`config.mk`:
```
export PLATFORM = sky130hd
export DESIGN_NAME = sap_output_display
export DESIGN_NICKNAME = d
export VERILOG_FILES = /design/src/rtl/sap_output_display_pkg.sv /design/src/rtl/sap_output_display_bin2bcd_seq.sv /design/src/rtl/sap_output_display.sv
export SDC_FILE = /design/constraint.sdc
export NUM_CORES = 1
export LEC_CHECK = 0
export BUFFER_PORTS_ARGS = -buffer_cell sky130_fd_sc_hd__buf_2
export CORE_MARGIN = 3
export CORE_UTILIZATION = 35
export DETAILED_ROUTE_END_ITERATION = 10
export GPL_ROUTABILITY_DRIVEN = 0
export PLACE_DENSITY_LB_ADDON = 0.25
export SYNTH_ARGS = -nofsm -noshare
export SYNTH_HDL_FRONTEND = slang
export SYNTH_SLANG_ARGS = --single-unit
```
`constraint.sdc`:
```
create_clock -name CLK -period 2.1 [get_ports CLK]
set_input_delay 0.105 -clock CLK [delete_from_list [all_inputs] [get_ports CLK]]
set_output_delay 0.105 -clock CLK [all_outputs]
set_load 0.01 [all_outputs]
```
`src/rtl/sap_output_display_pkg.sv`:
```
// sap_output_display_pkg: shared segment patterns, converter states and BCD helpers.
package sap_output_display_pkg;
  typedef enum logic [1:0] {IDLE, SHIFT, DONE} state_t;
  localparam logic [6:0] SEG_BLANK = 7'b1111111;
  localparam logic [6:0] SEG_H     = 7'b0001001;
  // Patterns are {g,f,e,d,c,b,a}, active-low, for a common-anode display.
  function automatic logic [6:0] seg_digit(input logic [3:0] d);
    case (d)
      4'd0:    seg_digit = 7'b1000000;
      4'd1:    seg_digit = 7'b1111001;
      4'd2:    seg_digit = 7'b0100100;
      4'd3:    seg_digit = 7'b0110000;
      4'd4:    seg_digit = 7'b0011001;
      4'd5:    seg_digit = 7'b0010010;
      4'd6:    seg_digit = 7'b0000010;
      4'd7:    seg_digit = 7'b1111000;
      4'd8:    seg_digit = 7'b0000000;
      4'd9:    seg_digit = 7'b0010000;
      default: seg_digit = SEG_BLANK;
    endcase
  endfunction
  function automatic logic [3:0] add3(input logic [3:0] n);
    return n >= 4'd5 ? n + 4'd3 : n;
  endfunction
endpackage

```
`src/rtl/sap_output_display_bin2bcd_seq.sv`:
```
// sap_output_display_bin2bcd_seq: restartable double-dabble, one shift per cycle.
module sap_output_display_bin2bcd_seq
  import sap_output_display_pkg::*;
(
  input  logic        CLK,
  input  logic        rst,
  input  logic        start,
  input  logic [7:0]  bin_in,
  output logic        busy,
  output logic        done,
  output logic [11:0] bcd_out
);
  state_t      state;
  logic [2:0]  cnt;
  logic [7:0]  bin;
  logic [11:0] bcd;
  logic [19:0] nxt;
  assign nxt     = {add3(bcd[11:8]), add3(bcd[7:4]), add3(bcd[3:0]), bin} << 1;
  // A restart landing on the DONE cycle suppresses the result so it is never shown.
  assign done    = state == DONE && !start;
  assign bcd_out = bcd;
  always_ff @(posedge CLK or negedge rst) begin
    if (!rst) begin
      state <= IDLE;
      cnt   <= '0;
      bin   <= '0;
      bcd   <= '0;
      busy  <= 1'b0;
    end else if (start) begin
      state <= SHIFT;
      cnt   <= '0;
      bin   <= bin_in;
      bcd   <= '0;
      busy  <= 1'b1;
    end else begin
      case (state)
        SHIFT: begin
          {bcd, bin} <= nxt;
          cnt        <= cnt + 3'd1;
          state      <= cnt == 3'd7 ? DONE : SHIFT;
        end
        DONE: begin
          state <= IDLE;
          busy  <= 1'b0;
        end
        default: state <= IDLE;
      endcase
    end
  end
endmodule

```
`src/rtl/sap_output_display.sv`:
```
// sap_output_display: SAP-1 output register, BCD conversion and 4-digit multiplexed 7-seg scan.
module sap_output_display
  import sap_output_display_pkg::*;
#(
  parameter int REFRESH_DIV = 16
) (
  input  logic       CLK,
  input  logic       rst,
  input  logic       load_out,
  input  logic [7:0] bus_in,
  input  logic       hlt,
  output logic [7:0] out_reg,
  output logic       busy,
  output logic [6:0] seg,
  output logic [3:0] an
);
  localparam int CW = REFRESH_DIV > 2 ? $clog2(REFRESH_DIV) : 1;
  logic [CW-1:0] cnt;
  logic [1:0]    idx;
  logic [3:0]    hd, td, ud;
  logic [11:0]   bcd;
  logic          done, wrap;
  logic [6:0]    seg_nxt;
  sap_output_display_bin2bcd_seq u_conv (
    .CLK     (CLK),
    .rst     (rst),
    .start   (load_out),
    .bin_in  (bus_in),
    .busy    (busy),
    .done    (done),
    .bcd_out (bcd)
  );
  assign wrap = cnt == CW'(REFRESH_DIV - 1);
  // Leading zeros are blanked; the status digit only shows H while halted.
  always_comb
    seg_nxt = idx == 2'd0 ? seg_digit(ud) :
              idx == 2'd1 ? (hd == 4'd0 && td == 4'd0 ? SEG_BLANK : seg_digit(td)) :
              idx == 2'd2 ? (hd == 4'd0 ? SEG_BLANK : seg_digit(hd)) :
              hlt ? SEG_H : SEG_BLANK;
  always_ff @(posedge CLK or negedge rst) begin
    if (!rst) begin
      out_reg      <= '0;
      {hd, td, ud} <= '0;
      cnt          <= '0;
      idx          <= '0;
      seg          <= seg_digit(4'd0);
      an           <= 4'b1110;
    end else begin
      if (load_out) out_reg <= bus_in;
      if (done) {hd, td, ud} <= bcd;
      cnt <= wrap ? '0 : cnt + 1'b1;
      if (wrap) idx <= idx + 2'd1;
      seg <= seg_nxt;
      an  <= ~(4'b0001 << idx);
    end
  end
endmodule

```
* After elaboration in Yosys (flattened, before gate mapping) *
Memory sizes are Yosys's and may differ from the RTL's.
Cells that the tools add are included.

cells by class
  add/subtract/negate cells = 6
  magnitude comparators = 3
  equal/unequal tests = 6
  shifts and indexed selects = 1
  mux-type cells = 21
  bitwise gates (word level) = 1
  reduce and logical (&&, ||, !) cells = 8

operator list
  cell                                                                                 count
  7-bit 2-to-1 mux                                                                     6
  12-bit 2-to-1 mux                                                                    2
  8-bit 2-to-1 mux                                                                     2
  4-bit by 3-bit greater-or-equal comparator with 1-bit output, second input constant  3
  4-bit 2-to-1 mux                                                                     3
  3-bit 2-to-1 mux                                                                     3
  4-bit by 2-bit adder with 4-bit output, second input constant                        2
  4-bit logical NOT                                                                    2
  2-bit 2-to-1 mux                                                                     3
  4-bit by 1-bit adder with 4-bit output, second input constant                        1
  2-bit by 1-bit == test with 1-bit output, second input constant                      2
  2-bit == test, second input constant                                                 2
  4-bit == test, second input constant                                                 1
  4-bit NOT                                                                            1
  2-bit nonzero test                                                                   2
  1-bit by 2-bit left shift with 4-bit output, first input constant                    1
  3-bit by 1-bit adder with 3-bit output, second input constant                        1
  3-bit by 2-bit adder with 3-bit output, second input constant                        1
  3-bit == test, second input constant                                                 1
  2-bit by 1-bit adder with 2-bit output, second input constant                        1
  1-bit logical AND                                                                    2
  2-bit logical NOT                                                                    1
  1-bit 2-to-1 mux                                                                     2
  1-bit logical NOT                                                                    1

storage, ports and cells
  flip-flop bits (word level) = 63
  memory bits (read-only) = 336
  bits of input ports = 12
  output and inout bits = 20
  logic and storage cells = 62
  memories = 3

memories
  memory           depth  bits a word  rd ports  clocked after memory_dff  write ports  line                         RTL
  (no name shown)  16     7            1         0                         0            sap_output_display_pkg.sv:8  case (d)
  (no name shown)  16     7            1         0                         0            sap_output_display_pkg.sv:8
  (no name shown)  16     7            1         0                         0            sap_output_display_pkg.sv:8

* Logic depth before layout (Yosys ltp) *
Gate-level depths: netlist (run 1).

  depth after elaboration = 5
  mapped depth = 6
  gate-level depth less buffers = 6

* Cells and area by module *
A second synthesis (run 1) with hierarchy kept.

unflattened totals
  cells, all modules = 350
  area total of the unflattened synthesis = 3582.2 µm²

by module, submodules not included
  module                          times used  cells an instance  area an instance (µm²)  seq. area each (µm²)
  sap_output_display              1           201                2065.7                  930.9
  sap_output_display_bin2bcd_seq  1           149                1516.5                  650.6

* Least setup slack after synthesis (run 1) *
No wires, ideal clock.

  path type = register -> register
  start point = reg idx[0]
  end point = reg seg[3]
  arrival time = 1511 ps
  required time = 1980 ps
  slack = 469 ps
  stages on the path, launching flop included = 7
  buffers on the path = 0
  clock period less this slack = 1631 ps
  cells stage by stage = dfrtp_1 inv_1 ha_1 nor2b_1 a2bb2oi_1 or4_1 and3_1

between the ends
  longest elaborated chain between the ends = 4
  elaborated cells between the ends (all ways) = 6
  classes of those cells = eq/ne: 2; mux: 3; reduce/logical: 1

ends and longest elaborated chain
  element                 line                      RTL
  start, declared         sap_output_display.sv:19  logic [1:0] idx;
  start signal, assigned  sap_output_display.sv:52  if (wrap) idx <= idx + 2'd1;
  2-bit == test           sap_output_display.sv:38  idx == 2'd2 ? (hd == 4'd0 ? SEG_BLANK : seg_digit(hd)) :
  7-bit 2-to-1 mux        sap_output_display.sv:38
  7-bit 2-to-1 mux        sap_output_display.sv:37  idx == 2'd1 ? (hd == 4'd0 && td == 4'd0 ? SEG_BLANK : seg_digit(td)) :
  7-bit 2-to-1 mux *      sap_output_display.sv:36  seg_nxt = idx == 2'd0 ? seg_digit(ud) :
  named net seg_nxt[3]    sap_output_display.sv:23  logic [6:0] seg_nxt;
  end signal, assigned    sap_output_display.sv:46  seg <= seg_digit(4'd0);
  end signal, assigned    sap_output_display.sv:53  seg <= seg_nxt;
  end, declared           sap_output_display.sv:14  output logic [6:0] seg,

The timed path passes the listed nets; every way through them passes the cells marked *.
A chain may end at the register's enable or synchronous reset.

* Worst setup path after layout (run 1) *
Ends and elaborated chain as after synthesis.

==> results of run 1 <==
==> cell type report <==
| type | count | area, µm² | area share (%) |
|---|---|---|---|
| timing repair buffer | 46 | 302.8 | 7.700 |
| sequential | 63 | 1582 | 40.22 |
| multi-input combinational | 235 | 1592 | 40.47 |
| inverter | 29 | 108.9 | 2.768 |
| clock inverter | 4 | 45.04 | 1.145 |
| clock buffer | 12 | 145.1 | 3.691 |
| tap | 126 | 157.7 | 4.009 |
==> per-layer routing <==
| metal | GRT usage, % | routed length [µm] | up-vias |
|---|---|---|---|
| met3 | 4.726 | 302 | 7 |
| li1 | - | - | 1259 |
| met4 | 3.704 | 73 | 0 |
| met5 | 0 | 0 | - |
| met2 | 20.79 | 2968 | 47 |
| met1 | 15.75 | 2884 | 1119 |
==> cell families after synthesis <==
| kind of cell | share of synthesized area, % |
|---|---|
| AO/OA/AOI/OAI | 15.42 |
| XOR/XNOR | 1.838 |
| AND/OR/NAND/NOR | 14.07 |
| flip-flops | 47.41 |
| adder cells (fa/ha/maj) | 10.50 |
| multiplexers | 5.739 |
| buffers and inverters | 5.026 |
==> power by group through the flow <==
stage / clock [mW] / sequential [mW] / combinational [mW]
floorplan: 0 / 1.32 / 0.0951
global placement: 0 / 1.31 / 0.183
detailed placement: 0 / 1.32 / 0.187
CTS: 1.07 / 1.29 / 0.199
global route: 1.12 / 1.30 / 0.228
finish: 1.02 / 1.29 / 0.194
==> what timing repair did <==
item                       in CTS  in global routing
setup endpoints to repair       0                  0
hold endpoints to repair       74                  0
hold buffers                    9                  0
==> metrics by stage <==
step	cell area [µm²]	power (mW)	std cells	hold WS (ps)
6_report	3933	2.511	515	169.5
5_1_grt	3933	2.650	515	192.0
4_1_cts	3933	2.564	515	151.7
3_5_place_dp	3652	1.503	490	145.2
3_3_place_gp	3652	1.497	490	147.3
2_1_floorplan	3336	1.414	341	-190.6
==> path summary, 6_finish.rpt <==
| check | from | to | cells past startpoint | slack, ps |
|---|---|---|---|---|
| setup reg to reg | idx[0] | seg[3] | 6 | 320 |
| setup / recovery | idx[0] | seg[3] | 6 | 320 |
| hold reg to reg | cnt[0] | cnt[0] | 1 | 490 |
| max in group asynchronous | rst | an[3] | 3 | 1500 |
| hold / removal | hlt | seg[6] | 4 | 170 |
| min in group asynchronous | rst | an[0] | 3 | 290 |
==> cell usage in the layout, fill, tap and decap left out, drive strengths merged, types with 3 or more instances in the layout <==
master,synthesis,routed
o21ai,47,47
or3,5,5
dfstp,4,4
ha,28,28
nor3b,6,6
nor2b,5,5
clkinv,0,3
nor2,10,10
dfrtp,59,59
nand2b,12,12
mux2,9,9
clkbuf,9,12
nand3,8,8
mux2i,9,9
dlygate4sd3,0,9
a21oi,23,23
xnor2,5,5
inv,29,29
buf,5,37
nand3b,4,4
a211oi,3,3
nand2,31,31
==> worst max-delay path, delay by kind of cell (launching register included) <==
| family | cells | cell delay, ps |
|---|---|---|
| buffers and inverters | 1 | 100 |
| AND/OR/NAND/NOR | 3 | 810 |
| flip-flops | 1 | 410 |
| AO/OA/AOI/OAI | 1 | 130 |
| adder cells (fa/ha/maj) | 1 | 230 |
==> summary.md, run 1 <==
| Metric | Value |
|---|---|
| Critical path arrival | `2010 ps` |
| Gate Count Post-Synth | `341` |
| Slew HR | `between 70% and 80%` |
| I/O pins | `32` |
| Sw power | `0.5865 mW` |
| Max Freq | `561.3 MHz` |
| Vias in the first global route | `between 2,000 and 2,500` |
| Vias per inst | `4.722` |
| Area delta synth->final | `17.89%` |
| First-pass GRT wire length | `11,320 µm` |
| Status | `complete, no violations` |
| Setup tns final | `0 ps` |
| Ranking of synthesized cells by area | `dfrtp_1, ha_1, o21ai_0` |
| Worst setup EP type | `flop` |
| CP Launch Type | `flop` |
| Vias after detailed routing | `2,432` |
| Post-synth EDFFs | `0` |
| IO buf count | `31` |
| Clk slew on worst S/H paths | `70 ps` |
| Unrepaired setup endpoints after global routing | `no` |
| DIE AREA | `between 0.01 and 0.015 mm²` |
| ANT cells | `0` |
| Critical-path cell list | `inv_1 -> ha_1 -> nor2b_1 -> a2bb2oi_1 -> or4_1 -> and3_1` |
| GRT Overall Usage | `12.71%` |
| Clock Sinks | `63` |
| Max Transition Viols Final | `0` |
| Yosys top cell by area | `dfrtp_1` |
| Worst Setup Slack post-DPL | `319.3 ps` |
| Syn Area/Cell | `between 9 and 10 µm²` |
| Ratio of cells with drive above 1 in the final layout | `roughly 17%` |
| Max-cap viol count | `0` |
| Final Hold Fails | `0` |
| HPWL after DPL | `4346 µm` |
| Worst skew pair latency | `340 ps` |
| Initial DRC Count | `between 70 and 80` |
| Yosys reg bits | `63` |
| Distinct cell type count after synthesis | `41` |
| P_leak | `1.804 nW` |
| Async set-reset flop share out of synthesis | `100.0%` |
| Fin crit period | `1782 ps` |
| Maximum root-to-sink buffer count | `2` |
| WL/cell | `about 12 µm` |
| Antenna viol nets, final | `0` |
| Worst Tran Pin Value | `410.3 ps` |
| Max FFs per register | `12` |
| Nets@finish | `between 400 and 500` |
| H-tree levels | `3` |
| Worst VDD drop | `329.0 µV` |
| Grt ovf | `0` |
| Most frequent cell after synthesis | `dfrtp_1` |
| Clock Power Share | `40.8%` |
| Critical-path maximum fanout | `6` |
| Net switching fraction of the power | `23.36%` |
| Share of the synthesized area in the top cell type | `44.26%` |
| Core area | `0.008976 mm²` |
| HP Class | `in2reg` |
| Final period util | `a little over four fifths` |
| Post-CTS setup repair buffer count | `0` |
| Syn_nets | `381` |
| DRC | `0` |
| CTS Buf Count | `9` |
| Fillers | `between 800 and 900` |
| First-pass iteration count of the detailed router | `4` |
| Required time of the critical path | `2330 ps` |
| Kind of critical path | `reg2reg` |
| Setup ws final | `318.4 ps` |
| Int Power | `1.924 mW` |
| Skew final | `slightly above 9 ps` |
| Register share of total power | `51.5%` |
| Overall die height | `roughly 100 µm` |
| Die W | `just over 100 µm` |
| Post-Syn Area | `around 0.0033 mm²` |
| Worst path max stage delay | `approximately 490 ps` |
| Rows | `34` |
| Commonest cells in the netlist | `dfrtp_1, o21ai_0, nand2_1` |
| Clock Root Buffer | `clkbuf_8` |
| Slowest cell on the critical path | `or4_1` |
| Final wirelength | `between 6000 and 7000 µm` |
| Share of the yosys chip area belonging to registers | `47.41%` |
| Post-layout util | `a little over two fifths` |
| Yosys warns | `0` |
| Starting Density | `approximately 37%` |
| Pwr Density | `638.5 mW/mm²` |
| # resized after CTS | `0` |
| Final setup violating endpoints | `0` |
| Synth Flop Type | `dfrtp_1` |
| Comb pwr share | `approximately 7.7%` |
| Initial antenna violation count | `0` |
| Largest net degree at the start of global routing | `64` |
| CTS tree | `yes` |
Note: power is estimated with default switching activity, not from simulation.
==> run 2, diff against run 1 <==
Settings changed: ABC_AREA from default to 1.
Clock period 2.1 ns to 1.44 ns, I/O delays scaled along.
==> summary.md, run 2 <==
| Metric | Value |
|---|---|
| Yosys warns | `0` |
| Core area | `0.009459 mm²` |
| Status | `complete, no violations` |
| Starting Density | `36.90%` |
| H-tree levels | `3` |
| Gate Count Post-Synth | `423` |
| Kind of critical path | `reg2reg` |
| Yosys reg bits | `63` |
| Max FFs per register | `12` |
| CTS Buf Count | `9` |
| Critical path arrival | `roughly 1600 ps` |
| Antenna viol nets, final | `0` |
| Critical-path maximum fanout | `3` |
| Critical-path cell list | `buf_4 -> ha_1 -> or2_1 -> o211ai_1 -> nand3_1 -> nand3_1 -> nand2_1` |
| Clock Root Buffer | `clkbuf_8` |
| Required time of the critical path | `1670 ps` |
| Slowest cell on the critical path | `dfrtp_1` |
| Fin crit period | `1390 ps` |
| Overall die height | `105.9 µm` |
| Ranking of synthesized cells by area | `dfrtp_1, nand2_1, ha_1` |
| Final setup violating endpoints | `0` |
| Share of the yosys chip area belonging to registers | `45.30%` |
| WHS | `110.8 ps` |
| IO buf count | `31` |
| Ratio of cells with drive above 1 in the final layout | `29.44%` |
| Distinct cell type count after synthesis | `32` |
| Syn Area/Cell | `slightly above 8 µm²` |
| Pwr Density | `855.9 mW/mm²` |
| DIE AREA | `0.01121 mm²` |
| Clock Sinks | `63` |
| Setup tns final | `0 ps` |
| Share of the synthesized area in the top cell type | `42.29%` |
| Most frequent cells in the layout | `nand2_1, dfrtp_1, inv_1, buf_2, o21ai_0` |
| Most frequent cell after synthesis | `nand2_1` |
| DRC | `0` |
| First-pass iteration count of the detailed router | `4` |
| CTS tree | `yes` |
| CP dominant cell by count | `nand3_1` |
| Worst setup EP type | `flop` |
| Worst VDD drop | `499.9 µV` |
| Area delta synth->final | `27.96%` |
| Post-layout util | `47.22%` |
| Vias in the first global route | `around 2,800` |
| Final wirelength | `7121 µm` |
| Clk slew on worst S/H paths | `70 ps` |
| Vias per inst | `4.584` |
| Reg area | `0.001583 mm²` |
| Post-Syn Area | `0.003491 mm²` |
| Largest net degree at the start of global routing | `26` |
| GRT Overall Usage | `13.21%` |
| Vias after detailed routing | `2,865` |
| Unrepaired setup endpoints after global routing | `yes` |
| WL/cell | `around 11 µm` |
| Worst Tran Pin Value | `324.0 ps` |
| Rows | `35` |
| Post-synth EDFFs | `0` |
| CP Launch Type | `flop` |
| Initial antenna violation count | `0` |
| I/O pins | `32` |
| Max Freq | `roughly 720 MHz` |
| Nets@finish | `about 530` |
| Fillers | `936` |
| Skew final | `7.714 ps` |
| Maximum root-to-sink buffer count | `2` |
| ANT cells | `0` |
| Die W | `between 100 and 150 µm` |
| Initial DRC Count | `roughly 80` |
| Commonest cells in the netlist | `nand2_1, dfrtp_1, inv_1` |
| Synth Flop Type | `dfrtp_1` |
| Yosys top cell by area | `dfrtp_1` |
| Multi-input combinational cell area | `~0.0018 mm²` |
| Syn_nets | `463` |
| Final period util | `96.51%` |
| Commonest non-fill, non-tap cell in the layout | `nand2_1` |
| HP Class | `in2reg` |
| Final Hold Fails | `0` |
| Worst Setup Slack post-DPL | `-6.242 ps` |
| Async set-reset flop share out of synthesis | `100.0%` |
| Grt ovf | `0` |
| Setup ws final | `approximately 50 ps` |
| First-pass GRT wire length | `about 12,000 µm` |
| HPWL after DPL | `4997 µm` |
| Max-cap viol count | `0` |
| Worst skew pair latency | `340 ps` |
| Max Transition Viols Final | `0` |
| Slew HR | `between 70 and 80%` |
| P_leak | `~2.2 nW` |
| Worst path max stage delay | `410 ps` |
run 2: changes by cell type after synthesis, moves of 14 or more:
cell	delta
a21oi_1	-15
inv_1	+15
nand2_1	+88
nand3_1	+19
nor2_1	+20
o21ai_0	-17
o21ai_1	+14
run 2: critical path: cells and delay by family, from the launching register on:
kind	cells	cell delay, ps
simple gates	4	460
flops	1	410
fa+ha+maj	1	170
buf+inv	1	140
compound gates	1	90
run 2: final cells by class:
cell class / count / area share (%)
repair buffers: 69 / 12.13
flip-flops and latches: 63 / 35.43
clock buffers: 12 / 3.473
multi-input cells: 293 / 39.64
well taps: 129 / 3.613
inverters: 56 / 4.762
clock inverters: 3 / 0.9524
run 2: cell families after synthesis:
| group | Yosys count | synth area share, % |
|---|---|---|
| and+or+nand+nor | 193 | 24.37 |
| adders and majority gates | 28 | 10.04 |
| AOI/OAI and AO/OA | 69 | 11.29 |
| buffers and inverters | 67 | 8.244 |
| xor gates and xnor gates | 3 | 0.7528 |
| DFF | 63 | 45.30 |
run 2: timing repair:
| item | CTS | global route |
|---|---|---|
| resized for setup | 1 | 47 |
| endpoints found under the hold margin | 72 | 0 |
| pin swaps | 0 | 16 |
| hold buffers | 9 | 0 |
| setup buffers | 2 | 9 |
| setup endpoints to repair | 3 | 17 |
run 2: path summary, 6_finish.rpt:
path                       slack (ps)       endpoint  depth (start not counted)       start
max in group asynchronous         730          an[3]                          3         rst
setup reg to reg                   50         seg[0]                          7       td[0]
min in group asynchronous         160          hd[0]                          2         rst
setup / recovery                   50         seg[0]                          7       td[0]
hold / removal                    110  u_conv.cnt[0]                          4    load_out
hold reg to reg                   470     out_reg[4]                          2  out_reg[4]
run 2: power by group:
part | switching [mW] | total, mW | internal (mW)
clock | 0.669 | 1.55 | 0.882
sequential | 0.0404 | 1.89 | 1.84
combinational | 0.216 | 0.388 | 0.171
total | 0.925 | 3.82 | 2.90
run 2: metrics by stage:
step                      power (mW)  area (µm²)  cells
after global placement         2.242        3930    590
after floorplan                2.099        3491    423
after detailed placement       2.252        3930    590
after global routing           4.022        4467    625
after CTS                      3.855        4233    616
final                          3.823        4467    625
run 2: layer usage:
| layer | part of all wire (%) | GRT usage [%] |
|---|---|---|
| met1 | 46 | 16.39 |
| met2 | 47 | 21.58 |
| met3 | 4.2 | 3.858 |
| met4 | 2.3 | 5.273 |
| met5 | 0 | 0 |
==> run 3, diff against run 2 <==
Settings changed: PLACE_DENSITY_LB_ADDON 0.25 to default.
==> summary.md, run 3 (synthesized netlist as in run 2, its figures left out) <==
| Metric | Value |
|---|---|
| Critical-path maximum fanout | `8` |
| Antenna viol nets, final | `0` |
| Max FFs per register | `12` |
| Clock Root Buffer | `clkbuf_8` |
| Worst r2r src | `idx[1]` |
| Max Transition Viols Final | `0` |
| Clk slew on worst S/H paths | `60 ps` |
| Initial DRC Count | `64` |
| Worst Setup Slack post-DPL | `-23.01 ps` |
| Largest net degree at the start of global routing | `26` |
| Post-layout util | `45.83%` |
| H-tree levels | `3` |
| Slew HR | `67.70%` |
| Final setup violating endpoints | `0` |
| Final Hold Fails | `0` |
| Int Power | `3.011 mW` |
| Hold path start | `hlt` |
| I/O pins | `32` |
| Setup tns final | `0 ps` |
| Max-cap viol count | `0` |
| GR Layer Usage met1 | `16.18%` |
| GRT Overall Usage | `between 10% and 20%` |
| Unrepaired setup endpoints after global routing | `yes` |
| Most frequent cells in the layout | `nand2_1, dfrtp_1, inv_1, buf_2` |
| Commonest non-fill, non-tap cell in the layout | `nand2_1` |
| Pwr Density | `902.8 mW/mm²` |
| Final period util | `94.22%` |
| Skew final | `7.394 ps` |
| Die W | `~110 µm` |
| Max Freq | `737.1 MHz` |
| Placed cells | `586` |
| Worst path max stage delay | `around 420 ps` |
| Slowest cell on the critical path | `dfrtp_1` |
| Core area | `0.009459 mm²` |
| Fillers | `~900` |
| CTS Buf Count | `9` |
| Initial antenna violation count | `0` |
| Status | `complete, no violations` |
| Worst Tran Pin Value | `roughly 480 ps` |
| Grt peak-use layer | `met2` |
| P_leak | `2.126 nW` |
| HP Class | `in2reg` |
| Maximum root-to-sink buffer count | `2` |
| Reg area | `~0.0016 mm²` |
| IO buf count | `31` |
| HPWL after DPL | `4791 µm` |
| Sw power | `0.9029 mW` |
| CP delay by family, top | `flip-flops` |
| DRC | `0` |
| Worst VDD drop | `613.9 µV` |
| CTS tree | `yes` |
| Setup ws final | `83.27 ps` |
| Grt ovf | `0` |
| Vias after detailed routing | `2,783` |
| Vias per inst | `4.511` |
| WL/cell | `10.91 µm` |
| DIE AREA | `0.01121 mm²` |
| Register share of total power | `48.1%` |
| Kind of critical path | `reg2reg` |
| Crit path launch | `idx[1]` |
| CP dominant cell by count | `nand2_1` |
| Nets@finish | `524` |
| Required time of the critical path | `1670 ps` |
| ANT cells | `0` |
| Clock Power Share | `42.4%` |
| Worst path buffer plus inverter count | `2` |
| First-pass iteration count of the detailed router | `4` |
| Critical path arrival | `1590 ps` |
| Clock Sinks | `63` |
| Final wirelength | `6733 µm` |
| Vias in the first global route | `2,787` |
| CP Launch Type | `flop` |
| Net switching fraction of the power | `between 20% and 30%` |
| Global Route met3 Usage | `4.164%` |
| Fin crit period | `between 1000 and 1500 ps` |
| Worst skew pair latency | `approximately 340 ps` |
| First-pass GRT wire length | `12,020 µm` |
| Rows | `35` |
| Comb pwr share | `about a tenth` |
| Met2 usage | `21.81%` |
| Critical-path cell list | `inv_1 -> ha_2 -> inv_2 -> nor2_1 -> a21oi_2 -> nand2_1 -> nand2_1` |
| Starting Density | `between 30 and 40%` |
| Final Non-Filler Cells | `a little over 600` |
| Multi-input combinational cell area | `0.001712 mm²` |
| Worst setup EP type | `flop` |
| Ratio of cells with drive above 1 in the final layout | `26.23%` |
| Overall die height | `105.9 µm` |
| WHS | `111.9 ps` |
| Area delta synth->final | `24.19%` |
run 3: cell count changes in the layout (fill, tap and decap cells not counted), sizes merged:
cell      change
buf           -8
bufinv        +1
clkbuf        -1
clkinv        +1
clkinvlp      -1
run 3: final timing paths:
path | cells past startpoint | slack (ps) | endpoint
max in group asynchronous | 3 | 710 | ud[1]
hold reg to reg | 2 | 470 | out_reg[7]
min in group asynchronous | 2 | 230 | idx[1]
hold / removal | 6 | 110 | seg[6]
setup / recovery | 7 | 80 | seg[4]
setup reg to reg | 7 | 80 | seg[4]
run 3: repair_timing:
action | CTS | global route
hold buffers | 9 | 0
pin swaps | 1 | 10
endpoints found under the hold margin | 23 | 0
resized for setup | 2 | 34
setup endpoints to repair | 4 | 14
buffers inserted | 0 | 7
run 3: area by class of cell:
cell class                 instances  area share [%]
inverter                          56           4.906
clock buffer                      11           3.261
sequential                        63           36.57
multi-input combinational        293           39.48
timing repair buffer              61           10.45
tap                              129           3.723
clock inverter                     4           1.616
run 3: power by group through the flow:
| stage | Combinational (mW) | Sequential (mW) | Clock (mW) |
|---|---|---|---|
| floorplan | 0.176 | 1.92 | 0 |
| global placement | 0.323 | 1.91 | 0 |
| detailed placement | 0.330 | 1.92 | 0 |
| CTS | 0.351 | 1.88 | 1.72 |
| global route | 0.429 | 1.89 | 1.80 |
| finish | 0.369 | 1.88 | 1.66 |
run 3: metal layers:
layer  part of all wire, %  wire, µm  vias to the layer above
met5                     0         0                        -
li1                      -         -                     1461
met3                   3.8       256                        4
met1                    48      3244                     1272
met2                    47      3180                       46
met4                  0.77        52                        0
run 3: worst min-delay path, cell delays in order:
cell	delay [ps]
buf_2	100
a21oi_2	60
nand2_1	70
nand2_1	50
nand2_1	50
nand2_1	40
run 3: through the flow:
step | instance area (µm²) | total power, mW
3_3_place_gp | 3875 | 2.237
2_1_floorplan | 3491 | 2.099
6_report | 4335 | 3.914
5_1_grt | 4335 | 4.124
4_1_cts | 4179 | 3.954
3_5_place_dp | 3875 | 2.246
